**config.mk**
```make
export PLATFORM = sky130hd
export DESIGN_NAME = rsp_tx
export DESIGN_NICKNAME = d
export VERILOG_FILES = /design/src/rtl/rsp_tx_pkg.sv /design/src/rtl/rsp_baud_gen.sv /design/src/rtl/rsp_tx.sv
export SDC_FILE = /design/constraint.sdc
export NUM_CORES = 1
export LEC_CHECK = 0
export BUFFER_PORTS_ARGS = -buffer_cell sky130_fd_sc_hd__buf_2
export CORE_ASPECT_RATIO = 0.6
export CORE_MARGIN = 5
export CORE_UTILIZATION = 45
export CTS_CLUSTER_SIZE = 30
export DETAILED_ROUTE_END_ITERATION = 8
export GPL_TIMING_DRIVEN = 0
export PLACE_DENSITY_LB_ADDON = 0.25
export SLEW_MARGIN = 20
export SYNTH_ARGS = -nofsm -noshare
export SYNTH_HDL_FRONTEND = slang
export SYNTH_SLANG_ARGS = --single-unit
```
**constraint.sdc**
```tcl
create_clock -name clk -period 2.4 [get_ports clk]
set_input_delay 0.48 -clock clk [delete_from_list [all_inputs] [get_ports clk]]
set_output_delay 0.48 -clock clk [all_outputs]
set_load 0.01 [all_outputs]
```
**src/rtl/rsp_tx_pkg.sv**
```systemverilog
// Shared types and constants for the response transmitter.
// Latency: n/a (declarations only).
// Backpressure: n/a.
//
// Contents: FSM state enum, byte count per response, data bits per byte,
// datapath result width. When RSP_TX_PARITY_EN is defined the enum gains
// a PARITY state between DATA and STOP.
package rsp_tx_pkg;

    localparam int NUM_BYTES = 2;   // bytes per response frame
    localparam int DATA_BITS = 8;   // data bits per UART character
    localparam int DST_W     = 14;  // width of the datapath result

    typedef enum logic [2:0] {
        IDLE,
        START,
        DATA,
`ifdef RSP_TX_PARITY_EN
        PARITY,
`endif
        STOP,
        GAP,
        DONE
    } state_t;

endpackage

```
**src/rtl/rsp_baud_gen.sv**
```systemverilog
// Bit-period timer: counts BAUD_DIV clocks per UART bit while enabled.
// Latency: bit_tick asserts in the last clock of each bit period.
// Backpressure: none; held at zero whenever en is low.
//
// Ports:
//   clk      - clock, rising edge
//   rst      - synchronous active-high reset
//   en       - count enable from the transmit FSM
//   bit_tick - high in the final clock of every bit period
module rsp_baud_gen #(
    parameter int BAUD_DIV = 2604
) (
    input  logic clk,
    input  logic rst,
    input  logic en,
    output logic bit_tick
);

    localparam int CW = $clog2(BAUD_DIV);

    logic [CW-1:0] cnt;
    logic          cnt_last;

    assign cnt_last = (cnt == CW'(BAUD_DIV - 1));
    assign bit_tick = en && cnt_last;

    // Clearing while disabled guarantees every frame starts on a full bit.
    always_ff @(posedge clk) begin
        if (rst || !en) begin
            cnt <= '0;
        end else if (cnt_last) begin
            cnt <= '0;
        end else begin
            cnt <= cnt + 1'b1;
        end
    end

endmodule

```
**src/rtl/rsp_tx.sv**
```systemverilog
// Serialises a 14-bit result as two 8N1 UART bytes: {2'b00,dst[13:8]} then dst[7:0].
// Latency: TX drops for the first start bit one clock after the accepting snd_rsp edge.
// Backpressure: requests arriving while busy (or in the DONE cycle) are dropped, not queued.
//
// Ports:
//   clk     - clock, rising edge
//   rst     - synchronous active-high reset; aborts any frame in flight
//   snd_rsp - send request; only a rising edge while idle is accepted
//   dst     - result to transmit, captured on acceptance
//   TX      - UART line, idles high
//   tx_busy - high from the cycle after acceptance to the end of the last stop bit
//   tx_done - single-cycle pulse after the final stop bit
// Build option: RSP_TX_PARITY_EN adds an even-parity bit before each stop bit.
module rsp_tx
    import rsp_tx_pkg::*;
#(
    parameter int BAUD_DIV = 2604,
    parameter int GAP_BITS = 1
) (
    input  logic             clk,
    input  logic             rst,
    input  logic             snd_rsp,
    input  logic [DST_W-1:0] dst,
    output logic             TX,
    output logic             tx_busy,
    output logic             tx_done
);

    localparam int GAP_W = 4;

    state_t                 state;
    state_t                 state_nxt;
    logic                   snd_q;
    logic                   accept;
    logic [DATA_BITS-1:0]   shreg;
    logic [DATA_BITS-1:0]   byte1;
    logic [DATA_BITS-1:0]   byte0_w;
    logic                   byte_idx;
    logic [2:0]             bit_cnt;
    logic [GAP_W-1:0]       gap_cnt;
    logic                   bit_tick;
    logic                   baud_en;
    logic                   last_bit;
    logic                   last_byte;
    logic                   gap_last;
    logic                   tx_bit;
`ifdef RSP_TX_PARITY_EN
    logic                   par;
`endif

    assign byte0_w   = DATA_BITS'(dst[DST_W-1:DATA_BITS]);
    assign accept    = snd_rsp && !snd_q && (state == IDLE);
    assign last_bit  = (bit_cnt == 3'(DATA_BITS - 1));
    assign last_byte = (byte_idx == 1'(NUM_BYTES - 1));
    assign gap_last  = (gap_cnt == GAP_W'(GAP_BITS - 1));

    // The bit timer runs only while a line bit is being driven.
    assign baud_en = (state != IDLE) && (state != DONE);

    rsp_baud_gen #(
        .BAUD_DIV (BAUD_DIV)
    ) u_baud (
        .clk      (clk),
        .rst      (rst),
        .en       (baud_en),
        .bit_tick (bit_tick)
    );

    always_comb begin
        state_nxt = state;
        tx_bit    = 1'b1;
        case (state)
            IDLE: begin
                if (accept) state_nxt = START;
            end
            START: begin
                tx_bit = 1'b0;
                if (bit_tick) state_nxt = DATA;
            end
            DATA: begin
                tx_bit = shreg[0];
                if (bit_tick && last_bit) begin
`ifdef RSP_TX_PARITY_EN
                    state_nxt = PARITY;
`else
                    state_nxt = STOP;
`endif
                end
            end
`ifdef RSP_TX_PARITY_EN
            PARITY: begin
                tx_bit = par;
                if (bit_tick) state_nxt = STOP;
            end
`endif
            STOP: begin
                if (bit_tick) begin
                    if (last_byte)        state_nxt = DONE;
                    else if (GAP_BITS > 0) state_nxt = GAP;
                    else                   state_nxt = START;
                end
            end
            GAP: begin
                if (bit_tick && gap_last) state_nxt = START;
            end
            DONE: begin
                state_nxt = IDLE;
            end
            default: state_nxt = IDLE;
        endcase
    end

    always_ff @(posedge clk) begin
        if (rst) begin
            state    <= IDLE;
            snd_q    <= 1'b0;
            shreg    <= '0;
            byte1    <= '0;
            byte_idx <= 1'b0;
            bit_cnt  <= '0;
            gap_cnt  <= '0;
`ifdef RSP_TX_PARITY_EN
            par      <= 1'b0;
`endif
        end else begin
            state <= state_nxt;
            // Tracks the line in every state so an edge right after DONE is seen.
            snd_q <= snd_rsp;
            case (state)
                IDLE: begin
                    if (accept) begin
                        shreg    <= byte0_w;
                        byte1    <= dst[DATA_BITS-1:0];
                        byte_idx <= 1'b0;
                        bit_cnt  <= '0;
                        gap_cnt  <= '0;
`ifdef RSP_TX_PARITY_EN
                        par      <= ^byte0_w;
`endif
                    end
                end
                DATA: begin
                    if (bit_tick) begin
                        shreg   <= {1'b0, shreg[DATA_BITS-1:1]};
                        bit_cnt <= bit_cnt + 1'b1;  // 3 bits: wraps 7 -> 0
                    end
                end
                STOP: begin
                    // Second byte is loaded at the end of the first stop bit,
                    // ready for either the gap or an immediate start bit.
                    if (bit_tick && !last_byte) begin
                        shreg    <= byte1;
                        byte_idx <= byte_idx + 1'b1;
`ifdef RSP_TX_PARITY_EN
                        par      <= ^byte1;
`endif
                    end
                end
                GAP: begin
                    if (bit_tick) gap_cnt <= gap_last ? '0 : gap_cnt + 1'b1;
                end
                default: ;
            endcase
        end
    end

    assign TX      = tx_bit;
    assign tx_busy = baud_en;
    assign tx_done = (state == DONE);

endmodule

```
==> results of run 1 <==
-- cell usage in the layout (no fill, tap or decap), types with 2 or more instances in the layout --
master,Yosys,routed
nor2_2,2,2
ha_1,5,5
clkbuf_1,5,4
or3_1,2,2
nor3_1,6,6
inv_1,9,9
nand4_1,7,7
o21a_1,2,2
and3_1,3,3
nor4b_1,2,2
nand3_1,16,16
and2_1,2,2
buf_2,6,25
xnor2_1,6,6
a21oi_1,19,19
xor2_1,5,5
mux2i_1,11,11
buf_6,3,3
a31oi_1,2,2
o211ai_1,10,10
nor2b_1,5,5
o21ai_0,7,7
nand2_1,36,36
clkbuf_8,0,5
clkinv_4,0,2
dfxtp_1,40,40
nor3b_1,4,4
nor2_1,12,12
-- worst max-delay path by stage --
stage                     startpoint       to  slack (ns)  depth (start not counted)
after floorplan             state[0]       TX        0.62                          5
after global placement      state[0]  tx_done        0.43                          6
after detailed placement    state[0]  tx_done        0.40                          6
after CTS                   state[0]  tx_done        0.09                          6
after global routing        state[0]  tx_done        0.24                          5
final                       state[0]  tx_done        0.37                          5
-- synth_stat cells, drive strengths merged, types with 3 or more instances --
cell	number
o21ai	7
inv	9
nand2	36
xor2	5
and3	4
nor2b	5
nor3b	5
nand3	16
a21oi	19
clkbuf	5
or3	3
nand4	8
buf	10
nor2	14
mux2i	11
nor3	6
dfxtp	40
nor4b	3
xnor2	6
ha	5
o211ai	10
-- per-layer routing --
metal | up-vias | wire length (um)
met5 | - | 0
met4 | 0 | 34
met3 | 4 | 344
met2 | 45 | 1880
met1 | 874 | 2680
li1 | 931 | -
-- power groups by stage --
stage	sequential, mW	combinational (mW)	clock, mW
5_1_grt	0.696	0.139	0.601
3_3_place_gp	0.710	0.122	0
2_1_floorplan	0.705	0.0863	0
3_5_place_dp	0.710	0.124	0
4_1_cts	0.694	0.124	0.570
6_report	0.695	0.124	0.559
-- metrics by stage --
| step | utilization [%] | hold slack, ns | instances | cell area (um^2) |
|---|---|---|---|---|
| after floorplan | - | 0.411 | 248 | 2100 |
| after global placement | 50.2 | 0.429 | 330 | 2280 |
| after detailed placement | 50.2 | 0.450 | 330 | 2280 |
| after CTS | 52.7 | 0.414 | 338 | 2390 |
| after global routing | 52.7 | 0.421 | 337 | 2390 |
| final | 52.7 | 0.418 | 337 | 2390 |
-- layout make-up --
type	count	share of cell area (%)
well taps	63	3.30
clock inverters	3	1.99
repair buffers	19	3.98
inverters	9	1.41
multi-input cells	184	49.3
flip-flops and latches	40	33.5
clock buffers	5	2.88
plain buffers	14	3.61
-- registers in the layout (all words and copies together) (netlist names) --
name,cells
bit_cnt,3
byte1,8
byte_idx,1
gap_cnt,4
shreg,8
snd_q,1
state,3
u_baud.cnt,12
-- worst min-delay path, delay by kind of cell --
kind,cells,cell delay (ns)
buf+inv,1,0.09
simple gates,1,0.04
compound gates,1,0.05
-- cells by family (layout without fill, tap and decap cells) --
kind of cell             Yosys count  count (layout)  share of synthesized area (%)
adder cells (fa/ha/maj)            5               5                           2.97
flip-flops                        40              40                           38.1
AO/OA/AOI/OAI                     48              48                           14.3
multiplexers                      12              12                           5.77
AND/OR/NAND/NOR                  108             108                           28.4
XOR/XNOR                          11              11                           4.58
buffers and inverters             24              50                           5.89
==> metrics.txt, run 1 <==
RR Startpoint=state[1]; die width=98.3 um; Final GP Congestion=0.838; DRT iter0 DRCs=146; switching power=0.331 mW; syn_nets=270; Final period util=84.6%; slew margin rel.=42.1%; nature of the critical path startpoint=flip-flop; Synth cell types=47; Avg Vias per Cell=5.50; VDD IR-drop max=0.254 mV; Pint=1.05 mW; multi-input logic area=1180 um^2; Synth area leaders=dfxtp_1, nand2_1, mux2i_1; die area=6190 um^2; Buf/Inv on CP=3; Synth warnings=0; Yosys top cell by area=dfxtp_1; # hold bufs at CTS=0; CTS sink cnt=40; Buffers on Ports=19; Most common cell on crit path=buf_2; first-pass GRT wire length=8.22 mm; Area Overhead vs Synth=13.6%; I/O Pins=20; initial core utilization=46.3%; vias in the first global route=1601; CP max FO=19; met3 usage=3.90%; hpwl dp=3.71 mm; CTS clk-pin slew, worst paths=0.08 ns; register area share after synthesis=38.0%; outcome=finished clean; Gate power share=9.0%; register bit total from synthesis=40; Largest stage delay, worst path=0.36 ns; GRT overflow=0; Worst Reg-to-Reg Cells=5; final hold violation count=0; Seq pwr share=50.4%; Arr. time, crit path=1.55 ns; clock root cell=clkbuf_8; setup TNS=0 ns; Max Cap Viol=0; hold path cells=3; Final setup viols=0; post-layout min period=2.03 ns; GRT Resource Usage Total=16.3%; CTS tree=yes; critical path data required time=1.92 ns; global routing met2 resource utilization=20.0%; Setup Crit Path Kind=reg -> out; filler cell count=433; leak pwr=0.858 nW; Syn Std Cell Area=2100 um^2; row cnt=19; via count=1854; core area=4540 um^2; RR Endpoint=bit_cnt[0]; power share of the clock group=40.5%; wire length per cell=14.7 um; Sw Share=24.0%; worst reg2reg setup slack=0.51 ns; fin nets=295; GRT met1 Usage=27.6%; Post-synth top flop=dfxtp_1; Syn Area/Cell=8.49 um^2; # diodes=0; Hold/Removal Path Class=in -> reg; maximum clock rate=0.492 GHz; CTS buffer count=5; Least-Margin Pin Slew=0.862 ns; Max Slew Vio Count=0; post-route ant nets=0; post-CTS sizing=0; sequential cell area=801 um^2; final wirelength=4.94 mm; RSZ-0062 raised after global routing=no; CP delay by family, top=buffers and inverters; Max Root-Sink Buffers=2; Post-synth EDFFs=0; setup ws final=0.369 ns; Cell Pwr Density=576 nW/um^2; clk_lat worst skew=0.29 ns; Power Total=1.38 mW; # H-tree levels=2; DR DRC count=0; share of layout cells above drive strength 1=17.2%; Die H=63.0 um; hold_sp=dst[3]; asr flop ratio synth=0%; initial antenna violation count=0; DRT Pass-1 Iters=4; largest net degree at the start of global routing=15; slowest library cell on the worst path=buf_2; Worst Skew=0.00740 ns; Synth Instances=248; Critical Path, Cell by Cell=buf_6 > buf_2 > nor2b_1 > and2_1 > buf_2; Setup Fix Bufs, Post-CTS=0; GRT busiest layer=met1; critical path capture point type=output port; worst hold path endpoint=byte1[3]; pre-CTS setup slack=0.400 ns; top-area cell type share of the netlist area=38.0%
Note: power is estimated with default switching activity, not from simulation.
==> run 2: changes to the inputs <==
- clock period: 2.4 -> 1.83 ns (I/O delays scaled with it)
==> run 2 against run 1 <==
  * Die area stayed put
  * Core utilization is 1.6 points higher
  * Cell area is 3.0% higher
  * Clock skew is 0.0012 ns lower
  * Critical path depth is 2 higher
  * Count of clock-buffer cells in the layout stayed put
  * Routed wire length is 0.47% higher
  * Non-clock buffer count is 1 higher
  * Sequential power is 31% higher
  * Largest power group unchanged
  * Highest routed layer unchanged
==> metrics.txt, run 2 (synthesis results as in run 1) <==
outcome=finished clean (unchanged); die area=6190 um^2 (unchanged); Max Cap Viol=0 (unchanged); # diodes=0 (unchanged); VDD IR-drop max=0.334 mV (was 0.254 mV); filler cell count=423 (was 433); Avg Vias per Cell=5.52 (was 5.50); fin nets=296 (was 295); Power Total=1.82 mW (was 1.38 mW); via count=1865 (was 1854); CP Launch Point=u_baud.cnt[0] (was state[0]); leading cell types in the layout, fill and taps excluded=dfxtp_1, nand2_1, buf_2, a21oi_1, nand3_1 (unchanged); final wirelength=4.96 mm (was 4.94 mm); final hold violation count=0 (unchanged); most common cell after layout, fill and taps aside=dfxtp_1 (unchanged); clock root cell=clkbuf_8 (unchanged); leak pwr=0.880 nW (was 0.858 nW); Arr. time, crit path=1.99 ns (was 1.55 ns); maximum clock rate=0.565 GHz; Largest regs=u_baud.cnt: 12 flops, byte1: 8 flops, shreg: 8 flops (unchanged); hpwl dp=3.71 mm (unchanged); RSZ-0062 raised after global routing=yes (was no); I/O Pins=20 (unchanged); wire length per cell=14.7 um (about the same); vias in the first global route=1593 (was 1601); sequential cell area=803 um^2 (was 801 um^2); share of layout cells above drive strength 1=20.4% (was 17.2%); DRT iter0 DRCs=123 (was 146); GRT Resource Usage Total=16.3% (about the same); Setup Crit Path Kind=reg -> reg (was reg -> out); RR Startpoint=u_baud.cnt[0] (was state[1]); Biggest register=u_baud.cnt (unchanged); CTS tree=yes (unchanged); post-layout min period=1.77 ns; Least-Margin Pin Slew=0.604 ns (was 0.862 ns); clk_lat worst skew=0.29 ns (about the same); placed inst area=2280 um^2 (unchanged); Buffers on Ports=19 (unchanged); pre-CTS setup slack=-0.0564 ns (was 0.400 ns); # hold bufs at CTS=0 (unchanged); core area=4540 um^2 (unchanged); Max Slew Vio Count=0 (unchanged); DR DRC count=0 (unchanged); DRT Pass-1 Iters=4 (unchanged); Final Cell Area=2460 um^2 (was 2390 um^2); hold_sp=dst[3] (unchanged); Die H=63.0 um (unchanged); Hold WS=0.304 ns (was 0.418 ns); initial antenna violation count=0 (unchanged); critical path data required time=2.05 ns (was 1.92 ns); row cnt=19 (unchanged); slew margin rel.=59.3% (was 42.1%); Area Overhead vs Synth=17.1% (was 13.6%); Cell Pwr Density=739 nW/um^2 (was 576 nW/um^2); GRT overflow=0 (unchanged); CTS sink cnt=40 (unchanged); setup ws final=0.0612 ns (was 0.369 ns); first-pass GRT wire length=8.19 mm (was 8.22 mm); # H-tree levels=2 (unchanged); Final setup viols=0 (unchanged); max reg flops=12 (unchanged); die width=98.3 um (unchanged); largest net degree at the start of global routing=20 (was 15); Final GP Congestion=0.838 (unchanged); nature of the critical path startpoint=flip-flop (unchanged); Final period util=96.7%; CTS buffer count=5 (unchanged); CTS clk-pin slew, worst paths=0.08 ns (about the same); Hold/Removal Path Class=in -> reg (unchanged); multi-input logic area=1230 um^2 (was 1180 um^2); post-route ant nets=0 (unchanged); critical path capture point type=flip-flop (was output port); initial core utilization=46.3% (unchanged); Max Root-Sink Buffers=2 (unchanged); CP max FO=10 (was 19); Worst Skew=0.00618 ns (was 0.00740 ns); setup TNS=0 ns (unchanged)
==> run 2: cell count changes in the layout (fill, tap and decap cells not counted), moves of 2 or more <==
| cell | previous run | this run |
|---|---|---|
| nor3b_2 | 0 | 2 |
| nor3b_1 | 4 | 2 |
| dfxtp_1 | 40 | 38 |
| nor4b_1 | 2 | 0 |
| nor4b_2 | 0 | 2 |
| dfxtp_2 | 0 | 2 |
| buf_4 | 1 | 3 |
| buf_2 | 25 | 23 |
==> run 2: stage by stage <==
step                      util, %  std cells
final                        54.3        338
after global routing         54.3        338
after CTS                    53.2        337
after detailed placement     50.2        330
after global placement       50.2        330
after floorplan                 -        248
==> run 2: routing by layer <==
metal  GRT usage [%]  routed length (um)
met1            27.6                2670
met2            19.9                1920
met3            3.90                 351
met4            2.56                  23
met5               0                   0
==> run 2: where the power goes <==
| part | switching [mW] | internal (mW) | total, mW |
|---|---|---|---|
| Combinational | 0.0978 | 0.0731 | 0.171 |
| Clock | 0.327 | 0.411 | 0.738 |
| Sequential | 0.0175 | 0.895 | 0.912 |
| Total | 0.442 | 1.38 | 1.82 |
==> run 2: area by class of cell <==
class                   count  share of cell area, %
plain buffers              14                   4.06
clock buffers               5                   2.79
clock inverters             3                   1.93
inverters                   9                   1.37
multi-input cells         184                   49.9
flip-flops and latches     40                   32.6
well taps                  63                   3.20
repair buffers             20                   4.16
==> run 2: path summary, 6_finish.rpt <==
path                   endpoint  slack [ns]  cells after the start
setup / recovery  u_baud.cnt[3]        0.06                      7
hold / removal         byte1[3]        0.30                      3
setup reg to reg  u_baud.cnt[3]        0.06                      7
hold reg to reg   u_baud.cnt[0]        0.46                      1
==> run 2: timing repair <==
action,in CTS,in global routing
resized for setup,6,10
setup buffers,0,1
endpoints found under the setup margin,13,28
==> run 2: critical path: stages, from the launching register on <==
cell     delay [ns]
dfxtp_2        0.35
ha_4           0.18
and4b_4        0.22
and3_1         0.17
buf_6          0.14
or3_4          0.35
buf_6          0.16
nor2_1         0.12
